### src/rtl/dds_phase_accum.sv
// Phase accumulator with byte-programmed FTW / phase-offset shadows, atomic commit and
// registered truncated phase output. Define DDS_DITHER_EN to add LFSR dither before truncation.
module dds_phase_accum #(
  parameter int ACC_W   = 24,
  parameter int PHASE_W = 14
) (
  input  logic               i_clk,
  input  logic               i_rst,
  input  logic               i_en,
  input  logic               i_sync,
  input  logic               i_wr_valid,
  input  logic [2:0]         i_wr_addr,
  input  logic [7:0]         i_wr_data,
  output logic               o_wr_ready,
  output logic [PHASE_W-1:0] o_phase,
  output logic               o_phase_valid
);

  logic [ACC_W-1:0]   r_acc;
  logic [ACC_W-1:0]   r_ftw;
  logic [ACC_W-1:0]   r_ftw_sh;
  logic [PHASE_W-1:0] r_poff;
  logic [PHASE_W-1:0] r_poff_sh;
  logic               r_pending;

  logic               w_wr_acc;
  logic               w_apply;
  logic [31:0]        w_ftw_ext;
  logic [15:0]        w_poff_ext;
  logic [ACC_W-1:0]   w_acc_d;
  logic [PHASE_W-1:0] w_phase_nxt;

  assign w_wr_acc   = i_wr_valid && o_wr_ready;
  assign w_apply    = r_pending && i_en;
  assign w_ftw_ext  = 32'(r_ftw_sh);
  assign w_poff_ext = 16'(r_poff_sh);

  // Byte lanes are merged into a widened copy so the unwritten lanes are preserved.
  always_ff @(posedge i_clk) begin
    if (i_rst) begin
      r_ftw_sh  <= '0;
      r_poff_sh <= '0;
    end else if (w_wr_acc) begin
      case (i_wr_addr)
        3'd0:    r_ftw_sh  <= ACC_W'({w_ftw_ext[31:8], i_wr_data});
        3'd1:    r_ftw_sh  <= ACC_W'({w_ftw_ext[31:16], i_wr_data, w_ftw_ext[7:0]});
        3'd2:    r_ftw_sh  <= ACC_W'({w_ftw_ext[31:24], i_wr_data, w_ftw_ext[15:0]});
        3'd3:    r_poff_sh <= PHASE_W'({w_poff_ext[15:8], i_wr_data});
        3'd4:    r_poff_sh <= PHASE_W'({i_wr_data, w_poff_ext[7:0]});
        default: ;
      endcase
    end
  end

  // wr_ready trails pending by one cycle, so it recovers the cycle after the commit lands.
  always_ff @(posedge i_clk) begin
    if (i_rst) begin
      r_pending  <= 1'b0;
      o_wr_ready <= 1'b1;
      r_ftw      <= '0;
      r_poff     <= '0;
    end else begin
      if (w_apply) begin
        r_ftw  <= r_ftw_sh;
        r_poff <= r_poff_sh;
      end
      r_pending  <= (w_wr_acc && (i_wr_addr == 3'd5)) || (r_pending && !i_en);
      o_wr_ready <= !r_pending;
    end
  end

`ifdef DDS_DITHER_EN
  // Dither width ACC_W-PHASE_W must lie in 1..16.
  localparam int DITH_W = ACC_W - PHASE_W;
  logic [15:0] r_lfsr;

  always_ff @(posedge i_clk) begin
    if (i_rst) begin
      r_lfsr <= 16'hACE1;
    end else if (i_en) begin
      r_lfsr <= {r_lfsr[14:0], r_lfsr[15] ^ r_lfsr[13] ^ r_lfsr[12] ^ r_lfsr[10]};
    end
  end

  assign w_acc_d = r_acc + ACC_W'(r_lfsr[DITH_W-1:0]);
`else
  assign w_acc_d = r_acc;
`endif

  assign w_phase_nxt = w_acc_d[ACC_W-1 -: PHASE_W] + r_poff;

  // Phase is built from the pre-update accumulator, so sync still emits the pre-clear value.
  always_ff @(posedge i_clk) begin
    if (i_rst) begin
      r_acc         <= '0;
      o_phase       <= '0;
      o_phase_valid <= 1'b0;
    end else begin
      if (i_sync) begin
        r_acc <= '0;
      end else if (i_en) begin
        r_acc <= r_acc + r_ftw;
      end
      if (i_en) begin
        o_phase <= w_phase_nxt;
      end
      o_phase_valid <= i_en;
    end
  end

endmodule
### config.mk
export PLATFORM = sky130hd
export DESIGN_NAME = dds_phase_accum
export DESIGN_NICKNAME = d
export VERILOG_FILES = /design/src/rtl/dds_phase_accum.sv
export SDC_FILE = /design/constraint.sdc
export NUM_CORES = 1
export LEC_CHECK = 0
export BUFFER_PORTS_ARGS = -buffer_cell sky130_fd_sc_hd__buf_4
export CORE_MARGIN = 2
export CORE_UTILIZATION = 30
export CTS_BUF_LIST = sky130_fd_sc_hd__clkbuf_16
export DETAILED_ROUTE_END_ITERATION = 7
export PLACE_DENSITY_LB_ADDON = 0.3
export SYNTH_ARGS = -nofsm -noshare
export SYNTH_HDL_FRONTEND = slang
export SYNTH_SLANG_ARGS = --single-unit
### constraint.sdc
create_clock -name i_clk -period 3.1 [get_ports i_clk]
set_input_delay 0.31 -clock i_clk [delete_from_list [all_inputs] [get_ports i_clk]]
set_output_delay 0.31 -clock i_clk [all_outputs]
set_load 0.05 [all_outputs]
==> impl.org <==
** Run status
- Outcome :: finished, final reports clean

** Min path
- The min-delay analysis places its worst path in the category input pin to flop.

** GRT
- Number of global-route vias before repair :: about 4.4k
- Number of antenna violations at the first check in global routing :: 0
- Across every metal layer, demand over resource in global routing totals 0.149.
- Global-route congestion overflow total :: 0
- Maximum number of pins on one net before global-route repair :: 80
- Wire length of the first global-routing pass :: approximately 24000 um

** STA
- Final clock period utilization by the worst path :: 0.903
- Final number of setup-violating endpoints :: 0
- Number of endpoints with negative hold slack in the final report :: 0
- At the pin with the least slew margin, the transition time is around 0.83 ns.
- Adding up every negative setup slack in the final design gives 0 ns.
- Number of pins exceeding their max-slew limit in the final report :: 0
- Time the final worst path needs with I/O delays and setup :: ~2.8 ns
- Across all setup checks in the final design, the least slack found is approximately 0.3 ns.
- Fmax :: ~0.36 GHz
- Setup repair after global routing left no endpoint under its margin.
- Relative slew slack :: 0.446
- Across the routed clock network, the largest skew measured is roughly 0.0053 ns.

** Floorplan
- The region available for standard cell placement spans slightly below 20000 um^2.
- Height of the die :: 144 um
- The floorplan step defined a die boundary enclosing about 21000 um^2.
- Row count :: 51
- I/O pins :: 32
- Initial standard-cell utilization of the core :: 0.304
- Die width :: 144 um

** Placed design
- Global placer's final weighted congestion :: roughly 0.84
- The count of buffers added on input and output ports is 31.
- Once detailed placement completed, the half-perimeter wirelength came to 10700 um.
- Timing analysis after detailed placement gives a worst setup slack of approximately 0.34 ns.

** Yosys
- After synthesis, the share of flip-flops with an asynchronous set or reset is 0.
- Cells taking the most area after synthesis :: sky130_fd_sc_hd__dfxtp_1 (40%), sky130_fd_sc_hd__ha_1 (7.6%), sky130_fd_sc_hd__mux2i_1 (7.5%), sky130_fd_sc_hd__nand2_1 (7.3%), sky130_fd_sc_hd__a21oi_1 (6.2%)
- Of the post-synthesis cell area, the dominant cell type holds 0.397.
- Ranking of synthesized cells by instance count :: sky130_fd_sc_hd__dfxtp_1 (117), sky130_fd_sc_hd__nand2_1 (114), sky130_fd_sc_hd__a21oi_1 (73), sky130_fd_sc_hd__nor2_1 (72), sky130_fd_sc_hd__mux2i_1 (44)
- The average instance in the mapped netlist occupies between 8 and 9 um^2.
- Post-synthesis adder-cell area fraction :: 0.0831
- The number of nets handed over by synthesis was around 750.
- In the synthesized netlist, the number of instances is slightly below 700.
- Of the total synthesized cell area, the portion taken by XOR and XNOR cells is 0.0386.
- Most frequent cell after synthesis :: sky130_fd_sc_hd__dfxtp_1
- In the synthesized netlist the dominant register cell turns out to be sky130_fd_sc_hd__dfxtp_1.
- Synthesized-area fraction occupied by and/or/nand/nor cells :: 0.188
- Synthesized-area fraction occupied by ao, oa, aoi and oai cells :: 0.189
- Yosys cell types :: 64
- The synthesized design spends more area on one cell type than any other, namely sky130_fd_sc_hd__dfxtp_1.
- Combinational family with the most area after synthesis :: compound AO/OA/AOI/OAI gates
- Synthesis Warnings :: 0
- Multiplexer fraction of the synthesized cell area :: 0.0746
- Sequential element share of the synthesized area :: 0.397
- Number of enable-type register cells in the synthesized netlist :: 0
- The cell area that synthesis handed to floorplanning was between 5000 and 6000 um^2.
- In this run, synthesis produced a sequential element count of ~120.

** CTS
- Number of buffers inserted during clock tree synthesis :: 17
- CTS tree :: done
- In this run, post-CTS hold repair placed 0 buffers.
- Once the clock tree was built, the setup fixing pass inserted 0 buffers.
- Clock Latency Late Sink :: between 0.4 and 0.5 ns
- H-tree level count :: 4
- Clock Pin Slew Worst Setup and Hold Paths :: around 0.06 ns
- After clock tree synthesis, the repair step resized 0 gates.
- Maximum count of clock buffers along a single path :: 2
- Root buf cell :: sky130_fd_sc_hd__clkbuf_16
- CTS saw ~120 sinks.

** Power
- Across the VDD grid, the largest voltage drop is approximately 0.00036 V.
- Power per cell area :: between 500 and 600 nW/um^2
- Static power due to leakage :: 2.95 nW

** Layout
- Synth-to-Final Area Change :: 18.0%
- The repair_antennas step left the layout with diodes totalling 0.
- For this run, the post-layout net count is around 770.
- Counting the fill cells in the layout gives approximately 2.1k.
- In the final layout, the share of cells above drive strength 1 is 0.108.

** Critical path
- Together, buffers and inverters on the worst path number 0.
- In this run the worst path has a maximum fanout of 3.
- STA puts the critical path data arrival time at 3.11 ns.
- The critical path in this run is classified as flop to flop.
- At the worst endpoint, the required time is approximately 3.4 ns.
- The worst setup path is launched from a flop.
- In this design, the largest share of critical-path delay is due to compound AO/OA/AOI/OAI gates.
- For this run, the slowest stage of the critical path takes 0.43 ns.
- Cells along the critical path :: ha_1 > fa_1 > a211o_1 > a21o_1 > a211oi_1 > o21bai_1 > a41oi_2 > nor4_1 > a311o_1
- Critical Path Slowest Stage Cell :: sky130_fd_sc_hd__fa_1
- Crit. End Element :: flop

** Route
- In the routed design, unresolved DRC markers number 0.
- After detailed routing, the total wire length is around 15000 um.
- Via count :: approximately 4.8k
- After detailed routing, the average wire length per cell comes to 15.0 um.
- In this run, the number of DRC markers left after iteration 0 of detailed routing was ~170.
- Final antenna-violating net count :: 0
- Dividing the detail-routed via count by the number of cells gives slightly below 5.
- The first TritonRoute pass finished after 5 iterations.

** Job
- The tool flagged a number of max-cap violations equal to 0.
-- sequential cells by signal (all words and copies together), names as in the netlist --
name and flops:
r_ftw 24, o_phase 14, r_poff_sh 14, o_phase_valid 1
o_wr_ready 1, r_poff 14, r_ftw_sh 24, r_pending 1
r_acc 24
-- final cells by class --
cell class | count | area [um^2] | share of cell area
Clock inverter | 14 | 166 | 0.0239
Sequential cell | 117 | 2340 | 0.336
Inverter | 5 | 18.8 | 0.00269
Tap cell | 265 | 332 | 0.0476
Multi-Input combinational cell | 532 | 3380 | 0.485
Timing Repair Buffer | 40 | 300 | 0.0431
Clock buffer | 17 | 425 | 0.0611
-- final timing paths --
path	cells past startpoint	slack, ns	from	endpoint
worst max-delay path	9	0.30	r_acc[0]	r_acc[20]
worst min-delay path	3	0.17	i_wr_data[6]	r_ftw_sh[6]
worst max register to register	9	0.30	r_acc[0]	r_acc[20]
worst min register to register	1	0.44	r_pending	o_wr_ready
-- worst register-to-register path: stages (launching register included) --
cell and delay (ns):
sky130_fd_sc_hd__dfxtp_1 0.31, sky130_fd_sc_hd__ha_1 0.24, sky130_fd_sc_hd__fa_1 0.43, sky130_fd_sc_hd__a211o_1 0.29
sky130_fd_sc_hd__a21o_1 0.19, sky130_fd_sc_hd__a211oi_1 0.36, sky130_fd_sc_hd__o21bai_1 0.23, sky130_fd_sc_hd__a41oi_2 0.25
sky130_fd_sc_hd__nor4_1 0.06, sky130_fd_sc_hd__a311o_1 0.32
-- report_power, final --
group | internal (W) | switching (W)
Clock | 0.00132 | 0.000690
Combinational | 0.0000503 | 0.000102
Sequential | 0.00152 | 0.00000911
-- per-stage QoR --
stage	utilization	cell area [um^2]	power (W)	instances	hold slack, ns
6_report	0.359	6970	0.00369	990	0.172
5_1_grt	0.359	6970	0.00380	990	0.182
4_1_cts	0.359	6970	0.00372	990	0.170
3_5_place_dp	0.329	6370	0.00172	959	0.424
3_3_place_gp	0.329	6370	0.00172	959	0.423
2_1_floorplan	-	5900	0.00166	692	0.393
-- per-layer routing --
| layer | global-route usage | routed length (um) | up-vias | part of all wire |
|---|---|---|---|---|
| met2 | 0.221 | 6340 | 66 | 0.43 |
| met1 | 0.213 | 7830 | 2251 | 0.53 |
| li1 | - | - | 2497 | - |
| met5 | 0 | 0 | - | 0 |
| met4 | 0.0491 | 199 | 0 | 0.013 |
| met3 | 0.0344 | 450 | 16 | 0.030 |
-- layout by cell type (no fill, tap or decap), types with 4 or more instances in the layout --
cell,n
sky130_fd_sc_hd__o21ai_0,18
sky130_fd_sc_hd__a21o_1,16
sky130_fd_sc_hd__nand2b_1,4
sky130_fd_sc_hd__a211oi_1,13
sky130_fd_sc_hd__o21bai_1,4
sky130_fd_sc_hd__nand2_1,114
sky130_fd_sc_hd__ha_1,36
sky130_fd_sc_hd__and3_1,5
sky130_fd_sc_hd__o22ai_1,6
sky130_fd_sc_hd__a21oi_1,73
sky130_fd_sc_hd__nand3_1,17
sky130_fd_sc_hd__nand4_1,5
sky130_fd_sc_hd__and2_1,5
sky130_fd_sc_hd__nor2_1,72
sky130_fd_sc_hd__buf_4,40
sky130_fd_sc_hd__inv_1,5
sky130_fd_sc_hd__o211ai_1,4
sky130_fd_sc_hd__xnor2_1,16
sky130_fd_sc_hd__dfxtp_1,117
sky130_fd_sc_hd__nor3_1,7
sky130_fd_sc_hd__a211o_1,4
sky130_fd_sc_hd__clkinv_1,6
sky130_fd_sc_hd__mux2i_1,44
sky130_fd_sc_hd__o21a_1,5
sky130_fd_sc_hd__clkbuf_16,17
sky130_fd_sc_hd__xor2_1,10
sky130_fd_sc_hd__bufinv_16,4
-- kinds of logic after synthesis --
| group | after synthesis |
|---|---|
| compound gates | 173 |
| fa+ha+maj | 38 |
| simple gates | 251 |
| xor+xnor | 26 |
| mux | 44 |
| flops | 117 |
| buf+inv | 43 |
Note: power is estimated with default switching activity, not from simulation.
